==> config.mk <==
export PLATFORM = sky130hd
export DESIGN_NAME = rob_commit_ctrl
export DESIGN_NICKNAME = d
export VERILOG_FILES = /design/src/rtl/sys_defs.sv /design/src/rtl/rob_commit_ctrl.sv
export SDC_FILE = /design/constraint.sdc
export NUM_CORES = 1
export LEC_CHECK = 0
export ABC_AREA = 1
export CELL_PAD_IN_SITES_DETAIL_PLACEMENT = 0
export CELL_PAD_IN_SITES_GLOBAL_PLACEMENT = 2
export CORE_ASPECT_RATIO = 0.7
export CORE_MARGIN = 5
export CORE_UTILIZATION = 38
export CTS_CLUSTER_DIAMETER = 40
export DETAILED_ROUTE_END_ITERATION = 12
export PLACE_DENSITY_LB_ADDON = 0.1
export REMOVE_ABC_BUFFERS = 1
export SYNTH_ARGS = -nofsm -noshare
export SYNTH_HDL_FRONTEND = slang
export SYNTH_SLANG_ARGS = --single-unit
==> constraint.sdc <==
create_clock -name clock -period 2.6 [get_ports clock]
set_input_delay 0.52 -clock clock [delete_from_list [all_inputs] [get_ports clock]]
set_output_delay 0.52 -clock clock [all_outputs]
set_load 0.02 [all_outputs]
==> src/rtl/sys_defs.sv <==
// Shared definitions for the commit controller: ROB geometry, datapath width
// and the commit FSM state type.
package sys_defs;

    // ROB_SZ must stay a power of two so index arithmetic wraps naturally.
    localparam int ROB_SZ = 8;
    localparam int XLEN   = 32;
    localparam int IDX_W  = $clog2(ROB_SZ);

    typedef enum logic [1:0] {
        RUN     = 2'd0,
        RECOVER = 2'd1,
        DRAIN   = 2'd2,
        HALTED  = 2'd3
    } ROB_CTRL_STATE;

endpackage

==> src/rtl/rob_commit_ctrl.sv <==
// ROB commit controller: tracks completion/mispredict per ROB entry, retires the
// head in order, and sequences branch recovery (redirect, tail undo, drain) and halt.
module rob_commit_ctrl
    import sys_defs::*;
#(
    parameter int RECOVER_LAT = 2
) (
    input  logic                clock,
    input  logic                reset,
    input  logic                dispatch_valid,
    input  logic [IDX_W-1:0]    dispatch_idx,
    input  logic                complete_valid,
    input  logic [IDX_W-1:0]    complete_idx,
    input  logic                complete_mispredict,
    input  logic [XLEN-1:0]     complete_target,
    input  logic [IDX_W-1:0]    head_idx,
    input  logic                rob_empty,
    input  logic                head_is_halt,
    output logic                move_head,
    output logic                undo,
    output logic [IDX_W-1:0]    undo_index,
    output logic                redirect_valid,
    output logic [XLEN-1:0]     redirect_pc,
    output logic                dispatch_stall,
    output logic                halted,
    output logic [31:0]         retired_count,
    output ROB_CTRL_STATE       ctrl_state
);

    localparam logic [3:0] DRAIN_CYCLES = 4'(RECOVER_LAT);

    ROB_CTRL_STATE       state_q, state_d;
    logic [3:0]          cnt_q, cnt_d;
    logic [ROB_SZ-1:0]   done_q, done_d;
    logic [ROB_SZ-1:0]   misp_q, misp_d;
    logic [XLEN-1:0]     target_q [ROB_SZ];
    logic [XLEN-1:0]     target_d [ROB_SZ];
    logic [31:0]         retired_q, retired_d;

    assign ctrl_state    = state_q;
    assign retired_count = retired_q;

    always_comb begin
        state_d        = state_q;
        cnt_d          = cnt_q;
        done_d         = done_q;
        misp_d         = misp_q;
        target_d       = target_q;
        retired_d      = retired_q;
        move_head      = 1'b0;
        undo           = 1'b0;
        undo_index     = '0;
        redirect_valid = 1'b0;
        redirect_pc    = '0;
        dispatch_stall = 1'b0;
        halted         = 1'b0;

        case (state_q)
            RUN: begin
                if (!rob_empty && done_q[head_idx]) begin
                    move_head = 1'b1;
                    if (misp_q[head_idx]) begin
                        redirect_valid = 1'b1;
                        redirect_pc    = target_q[head_idx];
                        dispatch_stall = 1'b1;
                        state_d        = RECOVER;
                    end else if (head_is_halt) begin
                        state_d = HALTED;
                    end
                end
                // Results are only accepted here; in recovery they belong to squashed work.
                if (complete_valid) begin
                    done_d[complete_idx]   = 1'b1;
                    misp_d[complete_idx]   = complete_mispredict;
                    target_d[complete_idx] = complete_target;
                end
            end
            RECOVER: begin
                undo           = 1'b1;
                undo_index     = head_idx;
                dispatch_stall = 1'b1;
                done_d         = '0;
                misp_d         = '0;
                cnt_d          = DRAIN_CYCLES;
                state_d        = DRAIN;
            end
            DRAIN: begin
                dispatch_stall = 1'b1;
                if (cnt_q <= 4'd1) begin
                    cnt_d   = 4'd0;
                    state_d = RUN;
                end else begin
                    cnt_d = cnt_q - 4'd1;
                end
            end
            HALTED: begin
                halted         = 1'b1;
                dispatch_stall = 1'b1;
            end
            default: state_d = RUN;
        endcase

        // A fresh allocation always overrides a same-cycle completion on that slot.
        if (dispatch_valid) begin
            done_d[dispatch_idx] = 1'b0;
            misp_d[dispatch_idx] = 1'b0;
        end

        if (move_head) begin
            retired_d = retired_q + 32'd1;
        end
    end

    always_ff @(posedge clock or negedge reset) begin
        if (!reset) begin
            state_q   <= RUN;
            cnt_q     <= 4'd0;
            done_q    <= '0;
            misp_q    <= '0;
            retired_q <= 32'd0;
            for (int i = 0; i < ROB_SZ; i++) begin
                target_q[i] <= '0;
            end
        end else begin
            state_q   <= state_d;
            cnt_q     <= cnt_d;
            done_q    <= done_d;
            misp_q    <= misp_d;
            retired_q <= retired_d;
            target_q  <= target_d;
        end
    end

endmodule

==> impl_metrics.json <==
{
  "status": "finished, violations left",
  "violations": "setup timing",
  "vias": 12800,
  "tightest_slew_ns": 0.537,
  "grt_pass1_vias": 12400,
  "crit_type": "register to output port",
  "place_hpwl_um": 28600,
  "synth-seq-cells": 310,
  "synth_edf_count": 0,
  "slowest_stage": "dfrtp_1",
  "die_area_um2": 42800,
  "max_freq_mhz": 376,
  "syn_inst": 1824,
  "fin_cells": 2515,
  "cts_max_level": 2,
  "drv_slew": 0,
  "core_region_area_um2": 38400,
  "worstPathArrival_ns": 2.14,
  "synthToLayoutAreaGrowth_pct": 27.5,
  "combPwrFrac_pct": 24.5,
  "synthFlopType": "dfrtp_1",
  "postRouteAntennaNets": 0,
  "crit_path_start": "done_q[4]",
  "synth.distinct_cells": 31,
  "wirelength_um": 46200,
  "critPathBufInv": 4,
  "rows": 60,
  "finalWorstSetupSlack_ns": -0.0571,
  "cp_top_family": "simple AND/OR/NAND/NOR gates",
  "tns_ns": -0.659,
  "drv_cap": 0,
  "setup_viol": 21,
  "antenna-diode-count": 0,
  "dpl_cell_area_um2": 16900,
  "wl_per_cell_um": 18.4,
  "min_period_ns": 2.66,
  "path_cells": "inv_1, nand2_1, nand3_1, nand3_1, nand3_2, nor2_4, buf_12, nand2_8, buf_12, a21oi_4, buf_6",
  "yosys.area.top_type": "dfrtp_1",
  "power_density_nw_per_um2": 998,
  "layout_worst_path_cycle_share_pct": 102,
  "irDropWorstVdd_mv": 0.475,
  "reg2reg_from": "done_q[4]",
  "seqPwrFrac_pct": 42.3,
  "grt_pass1_wl_um": 73500,
  "final_area_um2": 18700,
  "firstDrtPassIters": 5,
  "clockBufferDepth": 3,
  "hold_path_class": "primary input to asynchronous set/reset pin",
  "cts_tree": "built",
  "critPathLaunchType": "register",
  "critical_path.max_fanout": 5,
  "yosys-top-cells-area": "dfrtp_1, o21ai_0, nand2_1",
  "initial_utilization_pct": 38.3,
  "worstPathRequired_ns": 2.08,
  "finClkSkew_ns": 0.0154,
  "rsz0062_at_grt": "yes",
  "path_clk_slew_ns": 0.05,
  "swShare_pct": 32.6,
  "antenna_found_initial": 1,
  "syn_area_um2": 14700,
  "grt_max_degree": 84,
  "yosysWarningCount": 0,
  "p_leak_nw": 8.49,
  "post-route-util_pct": 48.9,
  "gp_congestion": 0.845,
  "cts.sinks": 310,
  "slew_headroom_pct": 64.0,
  "hold_ws_ns": 0.462,
  "yosysMostFrequentCell": "nand2_1",
  "pin_count": 122,
  "final_hold_viol_count": 0,
  "drc": 0,
  "die_w_um": 245,
  "ys_async_sr_fraction_pct": 100,
  "nets": 2011,
  "worstSkewPairLatency_ns": 0.55,
  "cts_buffers": 46,
  "layout-drive-gt1-share_pct": 12.8,
  "clkPwrFrac_pct": 33.2,
  "postSynthAreaPerCell_um2": 8.06,
  "grt_usage_pct": 21.5,
  "end_kind": "output port",
  "yosysSeqAreaShare_pct": 52.8,
  "switchingPower_mw": 6.09,
  "via_per_inst": 5.07,
  "io_buffers": 121,
  "yosys.area.top_type_share_pct": 52.8,
  "synthTopCellsByCount": "nand2_1, o21ai_0, dfrtp_1, nor2_1, inv_1",
  "p_int_mw": 12.6,
  "dr.first_iter.drc_count": 1011,
  "die_y_um": 175,
  "cpPeakStageDelay_ns": 0.31,
  "overflow": 0,
  "root_buffer": "clkbuf_16",
  "place_inst": 2426
}
-- repair_timing --
| action | CTS | global route |
|---|---|---|
| resized for setup | 193 | 42 |
| hold endpoints to repair | 33 | 0 |
| buffers inserted | 5 | 1 |
| endpoints found under the setup margin | 39 | 36 |
| pin swaps | 5 | 4 |
| hold buffers | 1 | 0 |
| gates cloned | 1 | 0 |
-- kinds of logic (layout without fill, tap and decap cells) --
| group | after synthesis | after routing | synth area share, % |
|---|---|---|---|
| DFF | 310 | 310 | 52.8 |
| adders and majority gates | 8 | 8 | 0.681 |
| and+or+nand+nor | 732 | 733 | 19.4 |
| AOI/OAI and AO/OA | 538 | 538 | 19.8 |
| buffers and inverters | 218 | 381 | 6.28 |
| xor gates and xnor gates | 18 | 18 | 1.07 |
-- layer usage --
| metal | vias to the layer above | global-route usage [%] | routed length [µm] |
|---|---|---|---|
| met5 | - | 0 | 7 |
| met4 | 2 | 4.58 | 761 |
| met3 | 58 | 3.49 | 2280 |
| met2 | 297 | 32.0 | 19900 |
| met1 | 6101 | 33.1 | 23200 |
| li1 | 6293 | - | - |
-- cell usage in the layout, fill, tap and decap left out, drive strengths merged --
cell,synthesis,routed
nor4,1,1
a221oi,2,2
dfrtp,310,310
nor2,196,196
xnor2,5,5
o22ai,69,69
dlymetal6s2s,0,2
nand4,7,7
a21oi,43,43
inv,100,105
ha,8,8
xor2,13,13
clkinv,0,11
clkdlybuf4s15,0,1
nand2,484,485
clkinvlp,0,8
or2,1,1
dlygate4sd2,0,1
buf,49,115
nor3,13,13
clkdlybuf4s50,0,79
nand3b,1,1
dlygate4sd3,0,1
a211oi,4,4
clkbuf,69,53
a21boi,3,3
bufinv,0,5
o21ai,417,417
nand3,29,29
-- worst register-to-register path, delay by kind of cell (launching register included) --
kind | cells | cell delay, ns
buffers and inverters | 5 | 1.09
AND/OR/NAND/NOR | 6 | 0.60
flip-flops | 1 | 0.31
AO/OA/AOI/OAI | 1 | 0.08
-- per-stage QoR --
stage | worst slack, ns | power, mW
3_5_place_dp | -0.540 | 12.4
6_report | -0.0571 | 18.7
4_1_cts | -0.111 | 18.8
2_1_floorplan | -1.03 | 10.6
5_1_grt | -0.110 | 20.0
3_3_place_gp | -0.525 | 12.3
-- path summary, 6_finish.rpt --
check / endpoint / slack, ns / depth (start not counted)
worst min register to register: target_q[46] / 0.47 / 2
max in group asynchronous: cnt_q[1] / 1.34 / 3
worst max-delay path: redirect_pc[30] / -0.06 / 11
worst min-delay path: target_q[255] / 0.46 / 2
worst max register to register: retired_count[16] / 0.40 / 12
min in group clock: target_q[46] / 0.47 / 2
-- power by group through the flow --
stage               Combinational [mW]  Clock, mW  Sequential (mW)
finish                            4.57       6.22             7.91
global route                      5.31       6.59             8.15
CTS                               4.57       6.37             7.89
detailed placement                4.50          0             7.94
global placement                  4.41          0             7.90
floorplan                         2.81          0             7.79
-- flip-flops by register name, summed over array words and instances (netlist names) --
name           cells
done_q             8
misp_q             8
ctrl_state         2
target_q         256
retired_count     32
cnt_q              4
-- area by class of cell --
class | count | area [µm²]
multi-input cells | 1297 | 6230
well taps | 527 | 659
clock buffers | 52 | 1200
clock inverters | 29 | 324
flip-flops and latches | 310 | 7760
fillers | 3776 | 19600
inverters | 100 | 380
repair buffers | 200 | 2190
Note: power is estimated with default switching activity, not from simulation.
